### src/rtl/cpu_pkg.sv
// Shared encodings for the multi-cycle MIPS bus CPU.
// The control decoder imports the same state encoding.
package cpu_pkg;

    typedef enum logic [2:0] {
        FETCH  = 3'd0,
        LOAD   = 3'd1,
        MEM    = 3'd2,
        EXEC   = 3'd3,
        HALTED = 3'd4
    } cpu_state_t;

    localparam logic [31:0] RESET_VECTOR_DEFAULT = 32'hBFC0_0000;
    localparam logic [31:0] HALT_ADDR_DEFAULT    = 32'h0000_0000;

endpackage

### src/rtl/cpu_sequencer_if.sv
// Bus/control bundle between the sequencer and the rest of the CPU.
// master is the sequencer side, slave the bus/datapath side.
interface cpu_sequencer_if;
    import cpu_pkg::*;

    logic        waitrequest;
    logic        is_mem_op;
    logic        redirect;
    logic [31:0] redirect_addr;
    cpu_state_t  state;
    logic [31:0] pc;
    logic        ir_en;
    logic        commit;
    logic        active;
    logic [31:0] instr_count;

    modport master (
        input  waitrequest, is_mem_op,
        input  redirect, redirect_addr,
        output state, pc, ir_en, commit,
        output active, instr_count
    );

    modport slave (
        output waitrequest, is_mem_op,
        output redirect, redirect_addr,
        input  state, pc, ir_en, commit,
        input  active, instr_count
    );

endinterface

### src/rtl/pc_tracker.sv
// PC and delay-slot register; the redirect lands one instruction late,
// which yields exactly one delay slot.
module pc_tracker
    import cpu_pkg::*;
#(
    parameter logic [31:0] RESET_VECTOR = RESET_VECTOR_DEFAULT,
    parameter logic [31:0] HALT_ADDR    = HALT_ADDR_DEFAULT
) (
    input  logic        clk_i,
    input  logic        reset_i,
    input  logic        advance_i,
    input  logic        redirect_i,
    input  logic [31:0] redirect_addr_i,
    output logic [31:0] pc_o,
    output logic        halt_o
);

    logic [31:0] pc_q, pc_d;
    logic [31:0] pc_next_q, pc_next_d;

    always_comb begin
        pc_d      = pc_q;
        pc_next_d = pc_next_q;
        if (advance_i) begin
            pc_d      = pc_next_q;
            pc_next_d = redirect_i ? redirect_addr_i
                                   : pc_next_q + 32'd4;
        end
    end

    always_ff @(posedge clk_i) begin
        if (reset_i) begin
            pc_q      <= RESET_VECTOR;
            pc_next_q <= RESET_VECTOR + 32'd4;
        end else begin
            pc_q      <= pc_d;
            pc_next_q <= pc_next_d;
        end
    end

    assign pc_o   = pc_q;
    // The value about to become pc is the one checked for halt.
    assign halt_o = (pc_next_q == HALT_ADDR);

endmodule

### src/rtl/cpu_sequencer.sv
// Multi-cycle state sequencer: FETCH/LOAD/MEM/EXEC with bus stalls,
// halt detection and committed-instruction counting.
module cpu_sequencer
    import cpu_pkg::*;
#(
    parameter logic [31:0] RESET_VECTOR = RESET_VECTOR_DEFAULT,
    parameter logic [31:0] HALT_ADDR    = HALT_ADDR_DEFAULT
) (
    input  logic             clk,
    input  logic             reset,
    cpu_sequencer_if.master  bus
);

    cpu_state_t  state_q, state_d;
    logic [31:0] count_q, count_d;
    logic        advance;
    logic        halt_hit;
    logic        ir_en, commit, active;

    assign advance = (state_q == EXEC);

    pc_tracker #(
        .RESET_VECTOR (RESET_VECTOR),
        .HALT_ADDR    (HALT_ADDR)
    ) u_pc (
        .clk_i           (clk),
        .reset_i         (reset),
        .advance_i       (advance),
        .redirect_i      (bus.redirect),
        .redirect_addr_i (bus.redirect_addr),
        .pc_o            (bus.pc),
        .halt_o          (halt_hit)
    );

    always_comb begin
        state_d = state_q;
        ir_en   = 1'b0;
        commit  = 1'b0;
        active  = 1'b1;
        unique case (state_q)
            FETCH: begin
                if (!bus.waitrequest) begin
                    ir_en   = 1'b1;
                    state_d = LOAD;
                end
            end
            LOAD: begin
                state_d = bus.is_mem_op ? MEM : EXEC;
            end
            MEM: begin
                if (!bus.waitrequest) begin
                    state_d = EXEC;
                end
            end
            EXEC: begin
                commit  = 1'b1;
                state_d = halt_hit ? HALTED : FETCH;
            end
            HALTED: begin
                active = 1'b0;
            end
            default: begin
                state_d = FETCH;
            end
        endcase
    end

    assign count_d = commit ? count_q + 32'd1 : count_q;

    always_ff @(posedge clk) begin
        if (reset) begin
            state_q <= FETCH;
            count_q <= 32'd0;
        end else begin
            state_q <= state_d;
            count_q <= count_d;
        end
    end

    // Strobes are suppressed while reset is held so nothing is captured.
    assign bus.state       = state_q;
    assign bus.ir_en       = ir_en & ~reset;
    assign bus.commit      = commit & ~reset;
    assign bus.active      = active;
    assign bus.instr_count = count_q;

endmodule

### src/flat_wrapper.sv
// flat-port wrapper written by rule: the top's interface ports become plain ports
module cpu_sequencer_flat import cpu_pkg::*;
#(
    parameter logic [31:0] RESET_VECTOR = RESET_VECTOR_DEFAULT,
    parameter logic [31:0] HALT_ADDR    = HALT_ADDR_DEFAULT
)
  (clk, reset, bus_waitrequest, bus_is_mem_op, bus_redirect, bus_redirect_addr, bus_state, bus_pc, bus_ir_en, bus_commit, bus_active, bus_instr_count);
  cpu_sequencer_if bus_i ();
  input  logic clk;
  input  logic reset;
  input wire logic [$bits(bus_i.waitrequest)-1:0] bus_waitrequest;
  input wire logic [$bits(bus_i.is_mem_op)-1:0] bus_is_mem_op;
  input wire logic [$bits(bus_i.redirect)-1:0] bus_redirect;
  input wire logic [$bits(bus_i.redirect_addr)-1:0] bus_redirect_addr;
  output wire logic [$bits(bus_i.state)-1:0] bus_state;
  output wire logic [$bits(bus_i.pc)-1:0] bus_pc;
  output wire logic [$bits(bus_i.ir_en)-1:0] bus_ir_en;
  output wire logic [$bits(bus_i.commit)-1:0] bus_commit;
  output wire logic [$bits(bus_i.active)-1:0] bus_active;
  output wire logic [$bits(bus_i.instr_count)-1:0] bus_instr_count;
  assign bus_i.waitrequest = bus_waitrequest;
  assign bus_i.is_mem_op = bus_is_mem_op;
  assign bus_i.redirect = bus_redirect;
  assign bus_i.redirect_addr = bus_redirect_addr;
  assign bus_state = bus_i.state;
  assign bus_pc = bus_i.pc;
  assign bus_ir_en = bus_i.ir_en;
  assign bus_commit = bus_i.commit;
  assign bus_active = bus_i.active;
  assign bus_instr_count = bus_i.instr_count;
  cpu_sequencer #(.RESET_VECTOR(RESET_VECTOR), .HALT_ADDR(HALT_ADDR)) u_core (.clk(clk), .reset(reset), .bus(bus_i));
endmodule
### config.mk
export PLATFORM = sky130hd
export DESIGN_NAME = cpu_sequencer_flat
export DESIGN_NICKNAME = d
export VERILOG_FILES = /design/src/rtl/cpu_pkg.sv /design/src/rtl/cpu_sequencer_if.sv /design/src/rtl/pc_tracker.sv /design/src/rtl/cpu_sequencer.sv /design/src/flat_wrapper.sv
export SDC_FILE = /design/constraint.sdc
export NUM_CORES = 1
export LEC_CHECK = 0
export CORE_MARGIN = 2
export CORE_UTILIZATION = 40
export CTS_BUF_LIST = sky130_fd_sc_hd__clkbuf_8 sky130_fd_sc_hd__clkbuf_16
export DETAILED_ROUTE_END_ITERATION = 10
export GPL_TIMING_DRIVEN = 0
export PLACE_DENSITY = 0.74
export SYNTH_ARGS = -nofsm -noshare
export SYNTH_HDL_FRONTEND = slang
export SYNTH_SLANG_ARGS = --single-unit
### constraint.sdc
create_clock -name clk -period 2 [get_ports clk]
set_clock_uncertainty 0.05 [all_clocks]
set_input_delay 0.4 -clock clk [delete_from_list [all_inputs] [get_ports clk]]
set_output_delay 0.4 -clock clk [all_outputs]
set_load 0.05 [all_outputs]
==> results.md <==
- Via count: 5091
- Initial core utilization: 41.1%
- Clock buffer depth: 2
- Core Area: 11500 sq um
- Hold Crit Start: u_core.u_pc.pc_o[19]
- YS warnings: 0
- R2r worst-path depth: 5
- CP Launch Type: flip-flop
- Top delay family on crit path: simple AND/OR/NAND/NOR gates
- Post-Place Cell Area: 5980 sq um
- Critical Path End Type: flip-flop
- Largest net degree at the start of global routing: 15
- Top FF cell, synth: dfxtp_1
- Cells after Synth: 605
- Synthesized cell area: 4710 sq um
- Violated checks: negative setup slack
- Iter 0 DRT Violations: 511
- Reg2reg setup slack: -0.04 ns
- Xor and xnor area share after synthesis: 5.58%
- Placed Cells incl. Taps: 854
- Setup_tns: -0.0383 ns
- Worst Path Buf+Inv: 0
- FF+latch count, synth: 99
- Most common cell in the netlist: dfxtp_1
- Max_cap viols: 0
- Adder-Cell Fraction of Synth Area: 0.797%
- Synth Area in Compound Gates: 16.1%
- HPWL after DPL: 11200 um
- Critical Path Fanout Max: 5
- Filler cells: 1043
- Max-slew violation count: 0
- Root Driver: clkbuf_16
- Status: complete, but fails checks
- Crit Reg-Reg Endpoint: u_core.u_pc.pc_next_q[26]
- Period utilisation layout: 102%
- Yosys top cell by area: dfxtp_1
- FF-to-FF Start: u_core.u_pc.pc_next_q[18]
- Antenna viol nets, final: 0
- Leakage: 2.55 nW
- Critical Path AT: 2.22 ns
- Total CTS buffers: 9
- Synth top area cells: dfxtp_1 42%, nand2_1 7.7%, a21oi_1 6.4%
- Worst slew pin tran: 0.701 ns
- Ant diodes: 0
- Final min period: 2.04 ns
- Setup Viol. Count Final: 2
- VDD IR max: 0.000541 V
- Fin nets: 771
- Worst path cell trace: nand4_4, or4_4, or4_1, o21ai_1, a22oi_1
- CTS tree: yes
- # hold bufs at CTS: 0
- Chip height: 112 um
- CTS H-tree depth: 3
- Final cell count without fillers: 877
- Sequential fraction of the synthesis area: 42.1%
- Post-synth EDFFs: 0
- Post-synthesis mux area share: 0.425%
- Simple-Gate Fraction of Synth Area: 30.2%
- Vias in the first global route: 4966
- Initial antenna violation count: 0
- Die X: 112 um
- Synth top cells by count: 99 x dfxtp_1, 97 x nand2_1, 62 x nor2_1
- Die Area: 12700 sq um
- Io pins: 107
- Final Worst Setup Slack: -0.0367 ns
- Port buffer count: 106
- Post-synthesis area per instance: 7.78 sq um
- Synth async-reset ratio: 0%
- Unrepaired setup endpoints after global routing: yes
- Final Hold Vio Count: 0
- Post-route core utilization: 57.0%
- Power per standard cell area: 620 nW/um^2
- Hold Path End: u_core.u_pc.pc_o[19]
- GP Congestion: 0.906
- Sink Count: 99
- Worst-path clk slew: 0.07 ns
- First drt pass iteration count: 5
- Share of layout cells above drive strength 1: 13.9%
- Synth top area share: 42.1%
- Fmax: 0.491 GHz
- Syn Nets: 645
- Gr usage total: 24.8%
- Routed len/inst: 18.1 um
- Final instance area: 6540 sq um
- Relative slew slack: 53.3%
- Residual DRC count: 0
- Row count: 39
- Max incr delay on CP: 0.54 ns
- Area growth from synthesis to layout: 38.9%
- CP max stage cell: or4_1
- Vias per Instance: 5.81
- Worst Path Required: 2.19 ns
- Critical setup path kind: reg2reg
- Global-route wire length before repair: 25200 um
- Synth cell types: 56
- WHS: 0.403 ns
- Latest clock arrival within the worst-skew pair: 0.35 ns
- Largest family of logic cells by synthesized area: simple AND/OR/NAND/NOR gates
- Overall routed net length: 15800 um
- Worst min path class: reg2reg
- Hold Path Stages: 2
- GRT Residual Overflow: 0
-- cell usage in the layout, fill, tap and decap left out, drive strengths merged, types with 3 or more instances in the layout --
cell            n
or3             8
nor4b           4
nand3b          6
xnor2          26
nand2b          3
inv            16
and3            4
clkbuf         43
a22oi           7
clkdlybuf4s50  67
ha              3
a41o            3
nor4           21
and4            7
a21oi          60
nor3           25
a211oi          7
nand4          19
nand3          21
buf            22
nor2           62
o22ai           3
or4             4
nand2          97
o21ai          22
xor2            4
dfxtp          99
dlymetal6s2s   13
a31oi           5
dlygate4sd2    24
-- logic make-up (layout without fill, tap and decap cells) --
group                    Yosys count  in the layout
XOR/XNOR                          30             30
AND/OR/NAND/NOR                  287            287
AO/OA/AOI/OAI                    126            126
multiplexers                       2              2
buffers and inverters             58            187
flip-flops                        99             99
adder cells (fa/ha/maj)            3              3
-- what timing repair did --
action                                 CTS  global route
pin swaps                                4             3
setup endpoints to repair              117            57
resized for setup                       85            38
setup buffers                           11             1
endpoints found under the hold margin    0             0
-- through the flow --
stage	power [mW]	setup slack, ns
after floorplan	2.27	0.00986
after global placement	2.45	-1.16
after detailed placement	2.46	-1.15
after CTS	4.08	0.000632
after global routing	4.19	-0.0895
final	4.06	-0.0367
-- flip-flops by register name (all words and copies together), names as in the netlist --
register                count
u_core.u_pc.pc_o           32
u_core.u_pc.pc_next_q      32
u_core.bus.instr_count     32
u_core.bus.state            3
-- metal layers --
metal	global-route usage, %	wire, um
met1	31.3	6740
met2	42.1	7630
met3	5.18	1190
met4	9.02	274
met5	0	0
-- worst min-delay path: stages, from the launching register on --
cell	delay (ns)
dfxtp_1	0.31
nand2_1	0.05
a21oi_1	0.05
-- layout make-up --
cell class | instances | area (sq um) | share of cell area (%)
Buffer | 40 | 234 | 3.58
Clock buffer | 11 | 253 | 3.86
Clock inverter | 3 | 16.3 | 0.249
Inverter | 15 | 56.3 | 0.861
Multi-Input combinational cell | 448 | 2620 | 40.1
Sequential cell | 99 | 2020 | 30.9
Tap cell | 143 | 179 | 2.74
Timing Repair Buffer | 118 | 1160 | 17.7
-- worst max-delay path by stage --
stage	startpoint	to	cells past startpoint
6_report	u_core.u_pc.pc_next_q[18]	u_core.u_pc.pc_next_q[26]	5
2_1_floorplan	u_core.u_pc.pc_next_q[16]	u_core.u_pc.pc_next_q[26]	6
3_3_place_gp	reset	bus_ir_en	5
5_1_grt	u_core.u_pc.pc_next_q[6]	u_core.u_pc.pc_next_q[18]	7
4_1_cts	u_core.u_pc.pc_next_q[18]	u_core.u_pc.pc_next_q[26]	5
3_5_place_dp	reset	bus_ir_en	5
-- power breakdown --
part           leakage [nW]  total (mW)  switching (mW)  internal (mW)
Sequential            0.810        2.02          0.0289           1.99
Clock                 0.135        1.63           0.739          0.891
Combinational          1.61       0.408           0.245          0.162
Power figures use the tool's default switching activity.
